## config.mk

```make
export PLATFORM = sky130hd
export DESIGN_NAME = switch_allocator
export DESIGN_NICKNAME = d
export VERILOG_FILES = /design/src/rtl/switch_allocator.sv
export SDC_FILE = /design/constraint.sdc
export NUM_CORES = 1
export LEC_CHECK = 0
export CORE_MARGIN = 4
export CORE_UTILIZATION = 65
export CTS_CLUSTER_SIZE = 12
export DETAILED_ROUTE_END_ITERATION = 8
export PLACE_DENSITY = 0.86
export SYNTH_ARGS = -nofsm -noshare
export SYNTH_HDL_FRONTEND = slang
export SYNTH_SLANG_ARGS = --single-unit
```

## constraint.sdc

```tcl
create_clock -name clk -period 16.6 [get_ports clk]
set_input_delay 3.32 -clock clk [delete_from_list [all_inputs] [get_ports clk]]
set_output_delay 3.32 -clock clk [all_outputs]
set_load 0.005 [all_outputs]
```

## src/rtl/switch_allocator.sv

```systemverilog
// Separable input-first switch allocator: per-input round-robin VC pick, then per-output
// round-robin input pick, gated by downstream on/off credit state. Grants are combinational.
module switch_allocator #(
    parameter int  PORT_NUM = 5,
    parameter int  VC_NUM   = 2,
    localparam int VC_SIZE  = (VC_NUM > 1) ? $clog2(VC_NUM) : 1,
    localparam int PORT_W   = (PORT_NUM > 1) ? $clog2(PORT_NUM) : 1
) (
    input  logic                                         clk,
    input  logic                                         rst,
    input  logic [PORT_NUM-1:0][VC_NUM-1:0]              request_i,
    input  logic [PORT_NUM-1:0][VC_NUM-1:0][PORT_W-1:0]  out_port_i,
    input  logic [PORT_NUM-1:0][VC_NUM-1:0][VC_SIZE-1:0] downstream_vc_i,
    input  logic [PORT_NUM-1:0][VC_NUM-1:0]              on_off_i,
    output logic [PORT_NUM-1:0]                          valid_sel_o,
    output logic [PORT_NUM-1:0][VC_SIZE-1:0]             vc_sel_o,
    output logic [PORT_NUM-1:0][PORT_W-1:0]              xb_sel_o,
    output logic [PORT_NUM-1:0]                          xb_valid_o,
    output logic [PORT_NUM-1:0][VC_SIZE-1:0]             xb_vc_o
);

    logic [PORT_NUM-1:0][VC_SIZE-1:0] in_ptr_q, in_ptr_d;
    logic [PORT_NUM-1:0][PORT_W-1:0]  out_ptr_q, out_ptr_d;

    logic [PORT_NUM-1:0][VC_NUM-1:0]  eligible;
    logic [PORT_NUM-1:0]              s1_valid;
    logic [PORT_NUM-1:0][VC_SIZE-1:0] s1_vc;
    logic [PORT_NUM-1:0][PORT_W-1:0]  s1_out;

    // Modular add by compare-and-subtract so non-power-of-two sizes wrap correctly.
    function automatic int wrap_add(input int base, input int off, input int modulo);
        int s;
        s = base + off;
        return (s >= modulo) ? s - modulo : s;
    endfunction

    // NOTE: every signal written in always_comb gets a default first, so no path leaves it unassigned and no latch is inferred.
    always_comb begin
        eligible = '0;
        for (int i = 0; i < PORT_NUM; i++) begin
            for (int v = 0; v < VC_NUM; v++) begin
                if (request_i[i][v] && (int'(out_port_i[i][v]) < PORT_NUM)
                    && (int'(downstream_vc_i[i][v]) < VC_NUM)) begin
                    eligible[i][v] = on_off_i[out_port_i[i][v]][downstream_vc_i[i][v]];
                end
            end
        end
    end

    // Stage 1: first eligible VC at or after in_ptr.
    always_comb begin
        s1_valid = '0;
        s1_vc    = '0;
        s1_out   = '0;
        for (int i = 0; i < PORT_NUM; i++) begin
            for (int k = 0; k < VC_NUM; k++) begin
                if (!s1_valid[i] && eligible[i][wrap_add(int'(in_ptr_q[i]), k, VC_NUM)]) begin
                    s1_valid[i] = 1'b1;
                    s1_vc[i]    = VC_SIZE'(wrap_add(int'(in_ptr_q[i]), k, VC_NUM));
                    s1_out[i]   = out_port_i[i][wrap_add(int'(in_ptr_q[i]), k, VC_NUM)];
                end
            end
        end
    end

    // Stage 2: first stage-1 winner targeting o at or after out_ptr; only granted pairs advance.
    always_comb begin
        valid_sel_o = '0;
        vc_sel_o    = '0;
        xb_sel_o    = '0;
        xb_valid_o  = '0;
        xb_vc_o     = '0;
        in_ptr_d    = in_ptr_q;
        out_ptr_d   = out_ptr_q;
        for (int o = 0; o < PORT_NUM; o++) begin
            for (int k = 0; k < PORT_NUM; k++) begin
                if (!xb_valid_o[o] && s1_valid[wrap_add(int'(out_ptr_q[o]), k, PORT_NUM)]
                    && (int'(s1_out[wrap_add(int'(out_ptr_q[o]), k, PORT_NUM)]) == o)) begin
                    xb_valid_o[o] = 1'b1;
                    xb_sel_o[o]   = PORT_W'(wrap_add(int'(out_ptr_q[o]), k, PORT_NUM));
                    out_ptr_d[o]  = PORT_W'(wrap_add(wrap_add(int'(out_ptr_q[o]), k, PORT_NUM), 1, PORT_NUM));
                end
            end
            if (xb_valid_o[o]) begin
                xb_vc_o[o]               = downstream_vc_i[xb_sel_o[o]][s1_vc[xb_sel_o[o]]];
                valid_sel_o[xb_sel_o[o]] = 1'b1;
                vc_sel_o[xb_sel_o[o]]    = s1_vc[xb_sel_o[o]];
                in_ptr_d[xb_sel_o[o]]    = VC_SIZE'(wrap_add(int'(s1_vc[xb_sel_o[o]]), 1, VC_NUM));
            end
        end
        // Grants are suppressed for the whole time reset is held.
        if (!rst) begin
            valid_sel_o = '0;
            vc_sel_o    = '0;
            xb_sel_o    = '0;
            xb_valid_o  = '0;
            xb_vc_o     = '0;
        end
    end

    // NOTE: sequential state uses non-blocking assignments so every flop samples pre-edge values.
    always_ff @(posedge clk or negedge rst) begin
        if (!rst) begin
            in_ptr_q  <= '0;
            out_ptr_q <= '0;
        end else begin
            in_ptr_q  <= in_ptr_d;
            out_ptr_q <= out_ptr_d;
        end
    end

endmodule
```

==> flow_summary.yaml, run 1 <==
outcome:
  status: "complete, no violations"
logic_synthesis:
  yosysTopAreaCell: "ha_1"
  yosysUniqueCellTypes: 132
  synth_top_area_share_pct: 20.6
  synthCells: 2308
  synth_area_leaders: "ha_1 21%, nand2_1 4.7%, nor2_1 4.7%, nand3_1 4.1%, a21oi_1 3.6%"
  synth_enable_flop_cells: 0
  netlist_area_mm2: 0.0167
  ys_ff_latch: 20
  yosysSeqAreaShare_pct: 3.00
  ys.flop_type: "dfrtp_1"
  synthArstFlopShare_pct: 100
  yosys_warnings: 0
  syn_area_per_cell_um2: 7.22
global_route:
  antenna_found_initial: 6
  grt_max_degree: 42
  track_usage_pct: 36.7
  grt_first_pass_wirelength_mm: 88.0
  grt_pass1_vias: 17185
  overflow: 0
clock_tree:
  clock-root-buffer: "clkbuf_16"
  htree_levels: 1
  path_clk_slew_ps: 80
  cts-resized-gates: 0
  postCtsSetupBuffers: 0
  cts_tree: "yes"
  ctsLongestPathBuffers: 2
  worstSkewPairLatency_ps: 280
  hold_buffers: 0
  clock-sinks: 20
  cts_buffers: 3
sta:
  fin_crit_sh_pct: 78.8
  finalSetupViolations: 0
  fmax_mhz: 76.5
  rsz0062_at_grt: "false"
  hold_viol_final: 0
  period_minus_slack_ps: 13080
  setup_tns_ps: 0
  slew_violations: 0
  skew_ps: 5.98
  relSlewSlack_pct: 18.6
  tightest_slew_ps: 1210
setup_path:
  crit_start: "on_off_i[7]"
  critPathBufInv: 2
  cp_cell_sequence: "clkdlybuf4s50_1 > mux4_2 > nand2b_1 > a41o_1 > and3_4 > o211ai_1 > o22ai_1 > nor3_1 > nor2_1 > o32ai_2 > nand2_1 > o21ai_0 > o22a_1 > mux2i_1 > o32ai_1 > clkdlybuf4s50_1"
  critPathKind: "in -> out"
  path_max_fanout: 11
  required_ps: 13280
  crit_arrival_ps: 9760
  rr_startpoint: "out_ptr_q[9]"
  crit_slowest_cell: "nor3_1"
  cp_top_family: "compound AO/OA/AOI/OAI gates"
  startpoint_type: "input pin"
  crit_path_max_incr_delay_ps: 1000
  path_common_cell: "clkdlybuf4s50_1"
  critPathCaptureType: "output pin"
routing:
  drtIter0Drc: 2364
  drt-wirelength-per-cell_um: 20.8
  vias: 18756
  routed_wl_mm: 55.4
  drc_errors: 0
  postRouteAntennaNets: 0
  drt_pre_antenna_iters: 6
  vias_per_cell: 7.04
min_path:
  hp-class: "reg -> reg"
  hold_path_startpoint: "in_ptr_q[4]"
placement:
  numPortBuffers: 96
  place_hpwl_mm: 44.1
  gp_congestion: 1.03
cells_and_area:
  syn2layout_area_growth_pct: 6.79
  most-common-layout-cells: "274 x ha_1, 210 x nand2_1, 208 x nor2_1"
  fin_util_pct: 70.7
  drive_gt1_share_pct: 6.60
  final_common_cell: "ha_1"
  fillers: 2166
  nets: 2674
die:
  die_area_mm2: 0.0283
  die_y_um: 168
  coreArea_mm2: 0.0252
  start_util_pct: 66.2
  boundaryPins: 97
  die_w_um: 168
  row_count: 58
job:
  max-cap-violations: 0
kinds of logic (layout without fill, tap and decap cells):
family | count (synthesis) | after routing | synth area share (%)
AND/OR/NAND/NOR | 987 | 987 | 31.6
AO/OA/AOI/OAI | 635 | 635 | 27.7
adder cells (fa/ha/maj) | 279 | 279 | 21.2
buffers and inverters | 202 | 223 | 4.97
multiplexers | 103 | 103 | 7.33
XOR/XNOR | 81 | 81 | 4.26
flip-flops | 20 | 20 | 3.00
other | 1 | 8 | 0.0225
through the flow:
stage | cells | cell area (µm²) | worst slack, ps | hold slack (ps)
after global routing | 2665 | 17800 | 3330 | 595
final | 2666 | 17800 | 3520 | 586
after global placement | 2658 | 17700 | 3980 | 536
after CTS | 2662 | 17800 | 3870 | 583
after floorplan | 2311 | 16700 | 6240 | 479
after detailed placement | 2658 | 17700 | 3780 | 562
worst paths after layout:
check,endpoint,slack [ps],depth (start not counted)
setup / recovery,xb_vc_o[1],3520,16
hold / removal,in_ptr_q[4],590,1
setup reg to reg,flip-flop,10120,18
hold reg to reg,in_ptr_q[4],590,1
max in group asynchronous,out_ptr_q[12],13160,2
min in group asynchronous,out_ptr_q[11],3100,2
layout make-up:
type | count | area [µm²] | area share [%]
multi-input cells | 2089 | 15300 | 86.2
inverters | 118 | 443 | 2.49
diodes | 4 | 10.0 | 0.0562
well taps | 330 | 413 | 2.32
repair buffers | 101 | 993 | 5.58
clock buffers | 4 | 88.8 | 0.499
flip-flops and latches | 20 | 500 | 2.81
cell usage after synthesis (26+ instances only):
cell type	instances
a211oi_1	31
a21oi_1	120
a31oi_1	29
and2_1	42
and3_1	34
clkbuf_1	56
ha_1	274
inv_1	112
mux2_2	29
mux2i_1	57
nand2_1	210
nand2b_1	30
nand3_1	135
nand4_1	45
nor2_1	208
nor2b_1	34
nor3_1	57
nor4_1	34
o211ai_1	26
o21ai_0	116
xnor2_1	61
routing by layer:
layer | track usage, % | routed length, µm | vias up
li1 | - | - | 8784
met1 | 48.2 | 22800 | 8748
met2 | 60.6 | 24900 | 1024
met3 | 5.02 | 5090 | 196
met4 | 15.3 | 2620 | 4
met5 | 0 | 24 | -
Power of run 1 is not shown: default switching activity piles up to over one toggle a cycle in this logic, so the estimate is an artifact.
==> inputs of run 2 (changes only) <==
CORE_UTILIZATION = 58   (was 65)
PLACE_DENSITY = 0.81   (was 0.86)
clock period = 10.7 ns   (was 16.6 ns; I/O delays follow)
==> run 2 against run 1 <==
  * Flip-flop and latch count unchanged
  * Utilization decreased by 6.7 points
  * Register-to-register slack lost 5800 ps
  * Routed wire length grew 3.1%
  * Global-route usage is 2.5 points lower
  * Via count fell by 0.15%
  * Largest cell class unchanged
  * Highest routed layer unchanged
==> flow_summary.yaml, run 2 (synthesis results as in run 1) <==
setup_path:
  crit_arrival_ps: 8150
  critPathCaptureType: "output pin"
  required_ps: 8560
  startpoint_type: "input pin"
  cp_top_family: "compound AO/OA/AOI/OAI gates"
  cp_cell_sequence: "clkdlybuf4s50_1 > mux2i_1 > a221oi_1 > o2111ai_1 > and3_4 > o211ai_1 > buf_4 > nand2b_1 > nand3_1 > and3_1 > o31ai_1 > nand2_1 > o21ai_0 > o22a_1 > mux2i_1 > o32ai_1 > clkdlybuf4s50_1"
  critPathKind: "in -> out"
  crit_slowest_cell: "clkdlybuf4s50_1"
  critPathBufInv: 3
  path_max_fanout: 9
  crit_path_max_incr_delay_ps: 800
die:
  boundaryPins: 97
  die_area_mm2: 0.0315
  start_util_pct: 59.3
  row_count: 61
  die_w_um: 178
  die_y_um: 178
  coreArea_mm2: 0.0281
sta:
  fmax_mhz: 97.2
  relSlewSlack_pct: 31.3
  tightest_slew_ps: 1030
  finalSetupViolations: 0
  slew_violations: 0
  fin_crit_sh_pct: 96.1
  skew_ps: 12.0
  period_minus_slack_ps: 10290
  fin_hold_ws_ps: 572
  hold_viol_final: 0
  setup_tns_ps: 0
  rsz0062_at_grt: "false"
cells_and_area:
  multiInputGateArea_mm2: 0.0153
  drive_gt1_share_pct: 7.20
  fin_util_pct: 64.0
  fin_area_mm2: 0.0180
  most-common-layout-cells: "274 x ha_1, 210 x nand2_1, 208 x nor2_1"
  syn2layout_area_growth_pct: 7.84
  nets: 2690
  regArea_um2: 500
  n_antenna_cell: 0
  final_common_cell: "ha_1"
  fillers: 2598
routing:
  drt-wirelength-per-cell_um: 21.0
  vias: 18728
  drtIter0Drc: 1859
  drt_pre_antenna_iters: 6
  vias_per_cell: 6.87
  postRouteAntennaNets: 0
  routed_wl_mm: 57.1
  drc_errors: 0
clock_tree:
  hold_buffers: 0
  postCtsSetupBuffers: 0
  cts_tree: "yes"
  htree_levels: 1
  worstSkewPairLatency_ps: 290
  clock-sinks: 20
  cts-resized-gates: 0
  ctsLongestPathBuffers: 2
  path_clk_slew_ps: 80
  clock-root-buffer: "clkbuf_16"
  cts_buffers: 3
global_route:
  track_usage_pct: 34.2
  antenna_found_initial: 2
  grt_first_pass_wirelength_mm: 89.3
  grt_max_degree: 42
  overflow: 0
  grt_pass1_vias: 17163
placement:
  place_area_mm2: 0.0179
  numPortBuffers: 96
  gp_congestion: 1.03
  place_hpwl_mm: 46.1
outcome:
  status: "complete, no violations"
min_path:
  hp-class: "reg -> reg"
job:
  max-cap-violations: 0
[run 2: cell count changes in the layout (fill, tap and decap cells not counted)]
cell	delta
buf_2	-1
clkdlybuf4s50_1	+1
buf_4	+16
diode_2	-4
[run 2: final timing paths]
path,cells after the start,slack (ps),startpoint,to
hold reg to reg,1,570,in_ptr_q[4],in_ptr_q[4]
setup / recovery,17,410,downstream_vc_i[8],xb_vc_o[1]
hold / removal,1,570,in_ptr_q[4],in_ptr_q[4]
min in group asynchronous,2,2290,rst,out_ptr_q[9]
setup reg to reg,18,4280,out_ptr_q[9],flip-flop
max in group asynchronous,2,8070,rst,asynchronous set/reset pin
[run 2: final cells by class]
cell class                      count  share of cell area (%)
Clock buffer                        4                   0.494
Inverter                          118                    2.46
Multi-Input combinational cell   2089                    85.4
Sequential cell                    20                    2.78
Tap cell                          378                    2.63
Timing Repair Buffer              117                    6.22
[run 2: stage by stage]
stage,std cells,setup WS (ps)
after floorplan,2311,2700
after global placement,2722,759
after detailed placement,2722,695
after CTS,2726,658
after global routing,2726,66.2
final,2726,412
[run 2: per-layer routing]
layer / wire length [µm] / global-route usage, %
met5: 25 / 0
met4: 2260 / 12.6
met3: 5090 / 4.28
met2: 25600 / 56.4
met1: 24100 / 45.9
Power of run 2 is left out for the same reason.
==> inputs of run 3 (changes only) <==
ABC_CLOCK_PERIOD_IN_PS = 10700   (was unset)
==> results of run 3 <==
No change in the layout: final DEF, timing and power equal those of run 2.
Power of run 3 is left out for the same reason.
